[src/rtl/hit_input_if.sv]
// hit_input_if: raw button inputs and conditioned hit/start strobes between the buttons and the game controller.
interface hit_input_if;
  logic [15:0] btn_raw;
  logic        start_raw;
  logic        hit;
  logic [3:0]  hit_index;
  logic        game_start;
  logic [15:0] btn_level;
  modport master(output btn_raw, start_raw, input hit, hit_index, game_start, btn_level);
  modport slave(input btn_raw, start_raw, output hit, hit_index, game_start, btn_level);
endinterface

[src/rtl/hit_input.sv]
// hit_input: synchronise and debounce 16 hole buttons plus start; queue presses and issue one hit per clock, lowest index first.
module hit_input #(
  parameter int TICK_DIV = 250000,
  parameter int SAMPLES  = 3
) (
  input logic       clk,
  input logic       rst,
  hit_input_if.slave bus
);
  localparam int CW = $clog2(TICK_DIV);
  logic [16:0]        r_s1, r_s2, r_lvl, w_lvl, w_rise;
  logic [SAMPLES-1:0] r_hist [17];
  logic [SAMPLES-1:0] w_hist [17];
  logic [CW-1:0]      r_cnt;
  logic [15:0]        r_pend, w_grant;
  logic [3:0]         r_idx, w_idx;
  logic               r_sp, r_gs, r_hit, w_tick;
  assign w_tick = r_cnt == CW'(TICK_DIV - 1);
  // channel 16 is the start button; it shares the debounce path but bypasses the arbiter
  for (genvar i = 0; i < 17; i++) begin : g_ch
    assign w_hist[i] = {r_hist[i][SAMPLES-2:0], r_s2[i]};
    assign w_lvl[i]  = &w_hist[i] ? 1'b1 : (~|w_hist[i] ? 1'b0 : r_lvl[i]);
  end
  assign w_rise  = w_tick ? (w_lvl & ~r_lvl) : '0;
  assign w_grant = r_pend & (~r_pend + 16'd1);
  always_comb begin
    w_idx = '0;
    for (int i = 15; i >= 0; i--) if (r_pend[i]) w_idx = 4'(i);
  end
  always_ff @(posedge clk or negedge rst)
    if (!rst) begin
      r_s1   <= '0;
      r_s2   <= '0;
      r_cnt  <= '0;
      r_lvl  <= '0;
      r_pend <= '0;
      r_sp   <= 1'b0;
      r_gs   <= 1'b0;
      r_hit  <= 1'b0;
      r_idx  <= '0;
      for (int i = 0; i < 17; i++) r_hist[i] <= '0;
    end else begin
      r_s1  <= {bus.start_raw, bus.btn_raw};
      r_s2  <= r_s1;
      r_cnt <= w_tick ? '0 : r_cnt + CW'(1);
      if (w_tick) begin
        r_hist <= w_hist;
        r_lvl  <= w_lvl;
      end
      // a new press on the bit being granted re-sets it, so it stays pending
      r_pend <= (r_pend & ~w_grant) | w_rise[15:0];
      r_sp   <= w_rise[16];
      r_gs   <= r_sp;
      r_hit  <= |r_pend;
      r_idx  <= w_idx;
    end
  assign bus.hit        = r_hit;
  assign bus.hit_index  = r_idx;
  assign bus.game_start = r_gs;
  assign bus.btn_level  = r_lvl[15:0];
endmodule

[src/flat_wrapper.sv]
// flat-port wrapper written by rule: the top's interface ports become plain ports
module hit_input_flat 
#(
  parameter int TICK_DIV = 250000,
  parameter int SAMPLES  = 3
)
  (clk, rst, bus_btn_raw, bus_start_raw, bus_hit, bus_hit_index, bus_game_start, bus_btn_level);
  hit_input_if bus_i ();
  input logic clk;
  input logic rst;
  input wire logic [$bits(bus_i.btn_raw)-1:0] bus_btn_raw;
  input wire logic [$bits(bus_i.start_raw)-1:0] bus_start_raw;
  output wire logic [$bits(bus_i.hit)-1:0] bus_hit;
  output wire logic [$bits(bus_i.hit_index)-1:0] bus_hit_index;
  output wire logic [$bits(bus_i.game_start)-1:0] bus_game_start;
  output wire logic [$bits(bus_i.btn_level)-1:0] bus_btn_level;
  assign bus_i.btn_raw = bus_btn_raw;
  assign bus_i.start_raw = bus_start_raw;
  assign bus_hit = bus_i.hit;
  assign bus_hit_index = bus_i.hit_index;
  assign bus_game_start = bus_i.game_start;
  assign bus_btn_level = bus_i.btn_level;
  hit_input #(.TICK_DIV(TICK_DIV), .SAMPLES(SAMPLES)) u_core (.clk(clk), .rst(rst), .bus(bus_i));
endmodule
[config.mk]
export PLATFORM = sky130hd
export DESIGN_NAME = hit_input_flat
export DESIGN_NICKNAME = d
export VERILOG_FILES = /design/src/rtl/hit_input_if.sv /design/src/rtl/hit_input.sv /design/src/flat_wrapper.sv
export SDC_FILE = /design/constraint.sdc
export NUM_CORES = 1
export LEC_CHECK = 0
export BUFFER_PORTS_ARGS = -buffer_cell sky130_fd_sc_hd__buf_2
export CAP_MARGIN = 20
export CORE_ASPECT_RATIO = 0.8
export CORE_MARGIN = 10
export CORE_UTILIZATION = 50
export DETAILED_ROUTE_END_ITERATION = 7
export PLACE_DENSITY = 0.78
export SLEW_MARGIN = 20
export SYNTH_ARGS = -nofsm -noshare
export SYNTH_HDL_FRONTEND = slang
export SYNTH_SLANG_ARGS = --single-unit
[constraint.sdc]
create_clock -name clk -period 1.9 [get_ports clk]
set_clock_uncertainty 0.15 [all_clocks]
set_input_delay 0 -clock clk [delete_from_list [all_inputs] [get_ports clk]]
set_output_delay 0 -clock clk [all_outputs]
set_load 0.03 [all_outputs]
==> results.md, run 1 <==
- CTS root buf: clkbuf_16
- Maximum clock path buffer count: 2
- WHS Path Cells: 2
- Final WS setup: -0.07046 ns
- Multi-input logic area: 1938 sq um
- Grt ovf: 0
- Worst r2r dst: u_core.r_hist[48]
- Rows: 33
- EDFF count, synth: 0
- Synth area leader: dfrtp_1
- Clock Latency Late Sink: 0.42 ns
- Clk pwr share: 54.0%
- Max Cap Viol: 0
- Cells after DPL: 608
- Post-Syn Instances: 424
- Relative slew slack: 68.72%
- CP Launch Type: flop
- Post-synthesis sequential area ratio: 59.83%
- Hold EP: u_core.r_s1[9]
- Synthesized cell area: 5270 sq um
- Die Y: 111.8 microns
- Worst path top cell family by delay: simple AND/OR/NAND/NOR gates
- Max stage delay on crit path: 0.39 ns
- Initial antenna violation count: 0
- Critical Path, Cell by Cell: nor4b_2 > and4_4 > and2_4 > buf_12 > mux2_2
- Slew at the pin closest to its max-slew limit: 0.4693 ns
- Port bufs: 40
- Most numerous cell in the Yosys netlist: dfrtp_1
- Crit path DAT: 2.12 ns
- Vias in the first global route: 3799
- Post-route cell area: 6779 sq um
- P_sw: 1.354 mW
- Fill count: 706
- Fin. max-slew vios: 0
- Synth unique cells: 44
- Buf/Inv on CP: 1
- Vias: 3760
- Setup CP Type: reg -> reg
- Initial Util: 51.26%
- Pin count of the biggest net entering global routing: 58
- Global-route usage over all layers: 15.38%
- Final hold violations: 0
- Sw frac: 21.82%
- Worst reg-to-reg setup slack: -0.07 ns
- CTS tree: yes
- Final setup viols: 37
- Crit end category: flop
- Syn avg cell area: 12.43 sq um
- Layout area overhead: 28.63%
- DP Wirelength: 7138 microns
- Chip width: 134.8 microns
- Finished Layout Cells: 669
- Area contributors post-synth: dfrtp_1 60%, mux2_4 8.8%, nor2_1 2.8%
- Num ports: 41
- Ant. Diodes: 0
- Worst-path clk slew: 0.07 ns
- DRC Markers: 0
- Clk sinks: 126
- Ys async rst share: 100.0%
- Logic pwr share: 1.8%
- Antenna-violating nets left: 0
- Fin util: 65.94%
- PwrDens: 915.1 nW/um^2
- Place WS: -0.04306 ns
- Syn nets: 444
- Path depth of the worst reg2reg path: 5
- Top cell type's share of synthesized area: 59.83%
- Yosys reg bits: 126
- Status: finished, violations left
- Global-route wire length before repair: 18820 microns
- Final period util: 103.7%
- Sequential cell area: 3153 sq um
- RePlAce Congestion: 0.8278
- Core area: 10280 sq um
- Cell Area, Placed: 5694 sq um
- DRT Wirelength: 12050 microns
- Worst path required time: 2.05 ns
- Leakage: 2.999 nW
- Cell Int Power: 4.850 mW
- CP max-delay cell: dfrtp_1
- Flop pwr share: 44.3%
- HP Start: bus_btn_raw[9]
- FMAX: 0.5075 GHz
- Via/cell ratio: 5.620
- Crit path max fanout: 18
- Area of the die: 15070 sq um
- DRT iter0 DRCs: 253
- Layout Nets: 536
- Post-synth top flop: dfrtp_1
- Synthesis Warnings: 0
- Failing checks: negative setup slack
- R2r startpoint: u_core.r_cnt[8]
- Min Tclk post-route: 1.970 ns
- Total CTS buffers: 17
- CTS H-tree depth: 4
- Layout cell share with drive strength beyond 1: 33.27%
- Top cells by count, synth: 126 x dfrtp_1, 40 x nor2_1, 31 x mux2_4, 29 x nand2_1
- Crit path from: u_core.r_cnt[8]
- Worst IR drop on VDD: 0.6137 mV
- Min-delay worst type: in -> reg
- Avg WL per Cell: 18.02 microns
- RSZ-0062 raised after global routing: true
- 1st-pass router iterations: 5
[timing repair]
item                                    CTS  global route
hold buffers                             19             0
cloned                                    0             2
endpoints found under the setup margin   18            56
endpoints found under the hold margin   143             0
gates resized for setup                   3            34
pin swaps                                 1            14
setup buffers                             0             8
[state kept, by name, indices dropped and copies added, names as in the netlist, 4 cells and up]
| signal | count |
|---|---|
| u_core.bus.hit_index | 4 |
| u_core.r_cnt | 18 |
| u_core.r_hist | 34 |
| u_core.r_lvl | 17 |
| u_core.r_pend | 16 |
| u_core.r_s1 | 17 |
| u_core.r_s2 | 17 |
[through the flow]
step	TNS [ns]	power [mW]	hold WS, ns
detailed placement	-0.1989	2.874	-0.1582
CTS	-0.6287	6.230	0.05251
global route	-4.487	6.400	0.07560
finish	-1.070	6.204	0.06863
global placement	0	2.870	-0.1622
floorplan	-1.291	2.786	-0.4456
[cells in the final DEF, fill, tap and decap left out, types with 2 or more instances in the layout]
cell           instances
a21oi_1                4
a221oi_1               2
a221oi_2              13
a311oi_1               2
a31oi_1                2
a41oi_1                2
and3_1                 2
buf_12                 6
buf_2                 39
buf_4                 34
bufinv_16              3
clkbuf_16             19
clkinv_2               2
clkinvlp_4             4
dfrtp_1              126
dlygate4sd3_1         19
inv_1                 22
inv_6                  6
mux2_2                 3
mux2_4                31
nand2_1               29
nand3_1                7
nand4_1               23
nor2_1                39
nor3_1                 6
nor4_1                 4
nor4_2                 2
nor4b_1               12
nor4b_2                6
nor4bb_1               2
o21ai_0               19
o21ai_1                4
o31ai_1                3
xnor2_1                9
xor2_1                 5
[power by group through the flow]
stage | logic [mW] | clock network [mW] | registers, mW
6_report | 0.109 | 3.35 | 2.75
3_3_place_gp | 0.0805 | 0 | 2.79
3_5_place_dp | 0.0833 | 0 | 2.79
4_1_cts | 0.113 | 3.37 | 2.75
2_1_floorplan | 0.00180 | 0 | 2.78
5_1_grt | 0.126 | 3.53 | 2.75
[how the worst max path moves through the flow]
stage | slack [ns] | to | cells past startpoint
after global placement | 0.03 | u_core.r_hist[42] | 5
after floorplan | -0.04 | u_core.r_hist[0] | 7
after CTS | -0.05 | u_core.r_hist[48] | 5
after global routing | -0.13 | u_core.r_hist[48] | 5
after detailed placement | -0.04 | u_core.r_lvl[10] | 5
final | -0.07 | u_core.r_hist[48] | 5
[final cells by class]
cell class	instances	share of cell area (%)
Tap cell	140	2.584
Multi-Input combinational cell	248	28.59
Clock buffer	17	6.275
Timing Repair Buffer	101	12.13
Clock inverter	15	2.695
Sequential cell	126	46.51
Inverter	22	1.218
[per-layer routing]
layer,GRT usage (%),vias up,routed length [microns]
met5,0,-,0
met4,6.155,0,241
met3,4.672,24,755
met2,24.53,140,6001
met1,19.09,1893,5056
li1,-,1703,-
[logic make-up after synthesis]
group,count (synthesis),share of synthesized area (%)
flip-flops,126,59.83
buffers and inverters,50,6.197
AND/OR/NAND/NOR,141,14.48
AO/OA/AOI/OAI,57,7.265
adder cells (fa/ha/maj),1,0.2374
multiplexers,35,9.663
XOR/XNOR,14,2.327
(Power assumes the default switching activity.)
==> inputs of run 2 (changes only) <==
- ABC_AREA: unset -> 1
==> results.md, run 2 <==
- Pin count of the biggest net entering global routing: 42 (was 58)
- Final hold violations: 0 (unchanged)
- Avg WL per Cell: 15.77 microns (was 18.02 microns)
- Syn nets: 547 (was 444)
- Synthesized cell area: 5246 sq um (was 5270 sq um)
- Synth area leader: dfrtp_1 (unchanged)
- Max reg flops: 34 (unchanged)
- Slew at the pin closest to its max-slew limit: 0.5105 ns (was 0.4693 ns)
- Buf/Inv on CP: 3 (was 1)
- Crit path max fanout: 6 (was 18)
- Chip width: 134.5 microns (was 134.8 microns)
- Status: finished, violations left (unchanged)
- Most numerous cell in the Yosys netlist: nand2_1 (was dfrtp_1)
- Vias in the first global route: 3971 (was 3799)
- Core area: 10240 sq um (was 10280 sq um)
- Grt ovf: 0 (unchanged)
- Maximum clock path buffer count: 2 (unchanged)
- Die Y: 111.6 microns (was 111.8 microns)
- Failing checks: negative setup slack (unchanged)
- Sequential cell area: 3156 sq um (was 3153 sq um)
- Vias: 4004 (was 3760)
- Syn avg cell area: 9.955 sq um (was 12.43 sq um)
- Synth unique cells: 37 (was 44)
- Ant. Diodes: 0 (unchanged)
- Via/cell ratio: 5.160 (was 5.620)
- CTS tree: yes (unchanged)
- Clk sinks: 126 (unchanged)
- Setup CP Type: reg -> reg (unchanged)
- Worst-path clk slew: 0.06 ns (was 0.07 ns)
- Total CTS buffers: 17 (unchanged)
- Layout cell share with drive strength beyond 1: 26.57% (was 33.27%)
- Layout Nets: 644 (was 536)
- DRT iter0 DRCs: 430 (was 253)
- Antenna-violating nets left: 0 (unchanged)
- Final period util: 106.0% (was 103.7%)
- Post-synth top flop: dfrtp_1 (unchanged)
- Global-route usage over all layers: 15.59% (was 15.38%)
- Finished Layout Cells: 776 (was 669)
- Fill count: 779 (was 706)
- Post-Syn Instances: 527 (was 424)
- Sw frac: 20.29% (was 21.82%)
- Flop pwr share: 44.9% (was 44.3%)
- Synthesis Warnings: 0 (unchanged)
- Layout area overhead: 29.02% (was 28.63%)
- Cell Int Power: 4.884 mW (was 4.850 mW)
- Initial antenna violation count: 0 (unchanged)
- Global-route wire length before repair: 18900 microns (was 18820 microns)
- Area of the die: 15020 sq um (was 15070 sq um)
- RSZ-0062 raised after global routing: true (unchanged)
- CTS root buf: clkbuf_16 (unchanged)
- Final setup viols: 23 (was 37)
- Min-delay worst type: in -> async (was in -> reg)
- Area contributors post-synth: dfrtp_1 60%, nand2_1 12%, o311ai_4 4.0% (was dfrtp_1 60%, mux2_4 8.8%, nor2_1 2.8%)
- Yosys reg bits: 126 (unchanged)
- DRC Markers: 0 (unchanged)
- Worst path top cell family by delay: simple AND/OR/NAND/NOR gates (unchanged)
- EDFF count, synth: 0 (unchanged)
- Fin. max-slew vios: 0 (unchanged)
- Relative slew slack: 65.96% (was 68.72%)
- RePlAce Congestion: 0.9129 (was 0.8278)
- Hold slack: 0.006251 ns (was 0.06863 ns)
- Final WS setup: -0.1146 ns (was -0.07046 ns)
- Cells after DPL: 711 (was 608)
- Initial Util: 51.23% (was 51.26%)
- Ys async rst share: 100.0% (unchanged)
- Commonest cells after routing, fill and taps aside: 157 x nand2_1, 124 x dfrtp_1, 47 x inv_1 (was 126 x dfrtp_1, 39 x nor2_1, 39 x buf_2)
- Logic pwr share: 1.8% (about the same)
- Worst IR drop on VDD: 0.8310 mV (was 0.6137 mV)
- Top cell type's share of synthesized area: 60.10% (was 59.83%)
- Largest register by flop count: u_core.r_hist (unchanged)
- FMAX: 0.4964 GHz (was 0.5075 GHz)
- Crit end category: flop (unchanged)
- Top cells by count, synth: 161 x nand2_1, 126 x dfrtp_1, 53 x inv_1, 34 x o21ai_0, 25 x nand3_1 (was 126 x dfrtp_1, 40 x nor2_1, 31 x mux2_4, 29 x nand2_1)
- Port bufs: 40 (unchanged)
- Max Cap Viol: 0 (unchanged)
- 1st-pass router iterations: 5 (unchanged)
- Clk pwr share: 53.3% (was 54.0%)
- Top flop regs: u_core.r_hist: 34 flops, u_core.r_cnt: 18 flops (unchanged)
- Crit path DAT: 2.20 ns (was 2.12 ns)
- Rows: 33 (unchanged)
- Post-synthesis sequential area ratio: 60.10% (was 59.83%)
- Place WS: -0.1041 ns (was -0.04306 ns)
- CTS H-tree depth: 4 (unchanged)
- Clock Latency Late Sink: 0.42 ns (about the same)
- DRT Wirelength: 12240 microns (was 12050 microns)
- CP Launch Type: flop (unchanged)
- Multi-input logic area: 1802 sq um (was 1938 sq um)
- Max stage delay on crit path: 0.42 ns (was 0.39 ns)
- Critical Path, Cell by Cell: inv_1 > nand4_1 > nor4_1 > nand2_2 > inv_4 > buf_4 > o311ai_4 > o21ai_1 (was nor4b_2 > and4_4 > and2_4 > buf_12 > mux2_2)
- Commonest non-fill, non-tap cell in the layout: nand2_1 (was dfrtp_1)
- DP Wirelength: 7346 microns (was 7138 microns)
- Leakage: 3.414 nW (was 2.999 nW)
- Min Tclk post-route: 2.015 ns (was 1.970 ns)
- CP max-delay cell: dfrtp_2 (was dfrtp_1)
- Worst path required time: 2.09 ns (was 2.05 ns)
- PwrDens: 905.2 nW/um^2 (was 915.1 nW/um^2)
- Num ports: 41 (unchanged)
- P_sw: 1.243 mW (was 1.354 mW)
-- run 2: repair_timing --
item                       4_1_cts  5_1_grt
hold endpoints to repair       143        0
hold buffers                    19        0
pin swaps                        2       12
setup endpoints to repair       18       68
cloned                           0        3
resized for setup                8       52
setup buffers                    0       12
-- run 2: final cells by class --
| class | instances | area share [%] |
|---|---|---|
| clock buffers | 20 | 6.747 |
| well taps | 140 | 2.588 |
| clock inverters | 11 | 2.089 |
| multi-input cells | 317 | 26.62 |
| repair inverters | 1 | 0.09242 |
| repair buffers | 103 | 11.89 |
| inverters | 58 | 3.364 |
| flip-flops and latches | 126 | 46.62 |
-- run 2: final timing paths --
path | startpoint | end | slack (ns) | cells past startpoint
max | u_core.r_cnt[13] | u_core.r_pend[9] | -0.11 | 8
min | rst | u_core.r_cnt[7] | 0.006 | 3
max reg2reg | u_core.r_cnt[13] | u_core.r_pend[9] | -0.11 | 8
min reg2reg | u_core.r_s1[4] | u_core.r_s2[4] | 0.19 | 0
max in group asynchronous | rst | u_core.r_sp | 1.10 | 3
min in group clk | bus_btn_raw[8] | u_core.r_s1[8] | 0.07 | 2
-- run 2: worst register-to-register path: cells and delay by family (launching register included) --
kind | cells | cell delay (ns)
AOI/OAI and AO/OA | 2 | 0.23
buffers and inverters | 3 | 0.43
DFF | 1 | 0.42
and+or+nand+nor | 3 | 0.73
-- run 2: kinds of logic (layout without fill, tap and decap cells) --
family | count (synthesis) | after routing | synth area share, %
xor+xnor | 6 | 6 | 1.002
buf+inv | 84 | 193 | 7.560
compound gates | 75 | 75 | 11.76
simple gates | 235 | 235 | 19.34
fa+ha+maj | 1 | 1 | 0.2385
flops | 126 | 126 | 60.10
-- run 2: through the flow --
step | TNS (ns) | power [mW] | utilization (%) | instance area, sq um
floorplan | 0 | 2.788 | - | 5246
global placement | -0.2823 | 2.875 | 55.72 | 5705
detailed placement | -0.9274 | 2.880 | 55.72 | 5705
CTS | -0.001651 | 6.180 | 63.59 | 6511
global route | -4.911 | 6.316 | 66.10 | 6769
finish | -1.083 | 6.127 | 66.10 | 6769
-- run 2: power groups by stage --
| stage | combinational, mW | sequential, mW | clock, mW |
|---|---|---|---|
| floorplan | 0.00000321 | 2.79 | 0 |
| global placement | 0.0812 | 2.79 | 0 |
| detailed placement | 0.0838 | 2.80 | 0 |
| CTS | 0.115 | 2.75 | 3.32 |
| global route | 0.126 | 2.75 | 3.44 |
| finish | 0.109 | 2.75 | 3.27 |
-- run 2: routing by layer --
| metal | part of all wire [%] | track usage [%] | routed length [microns] |
|---|---|---|---|
| met1 | 42 | 18.52 | 5170 |
| met2 | 50 | 25.70 | 6104 |
| met3 | 6.4 | 5.795 | 786 |
| met4 | 1.5 | 4.996 | 179 |
| met5 | 0 | 0 | 0 |
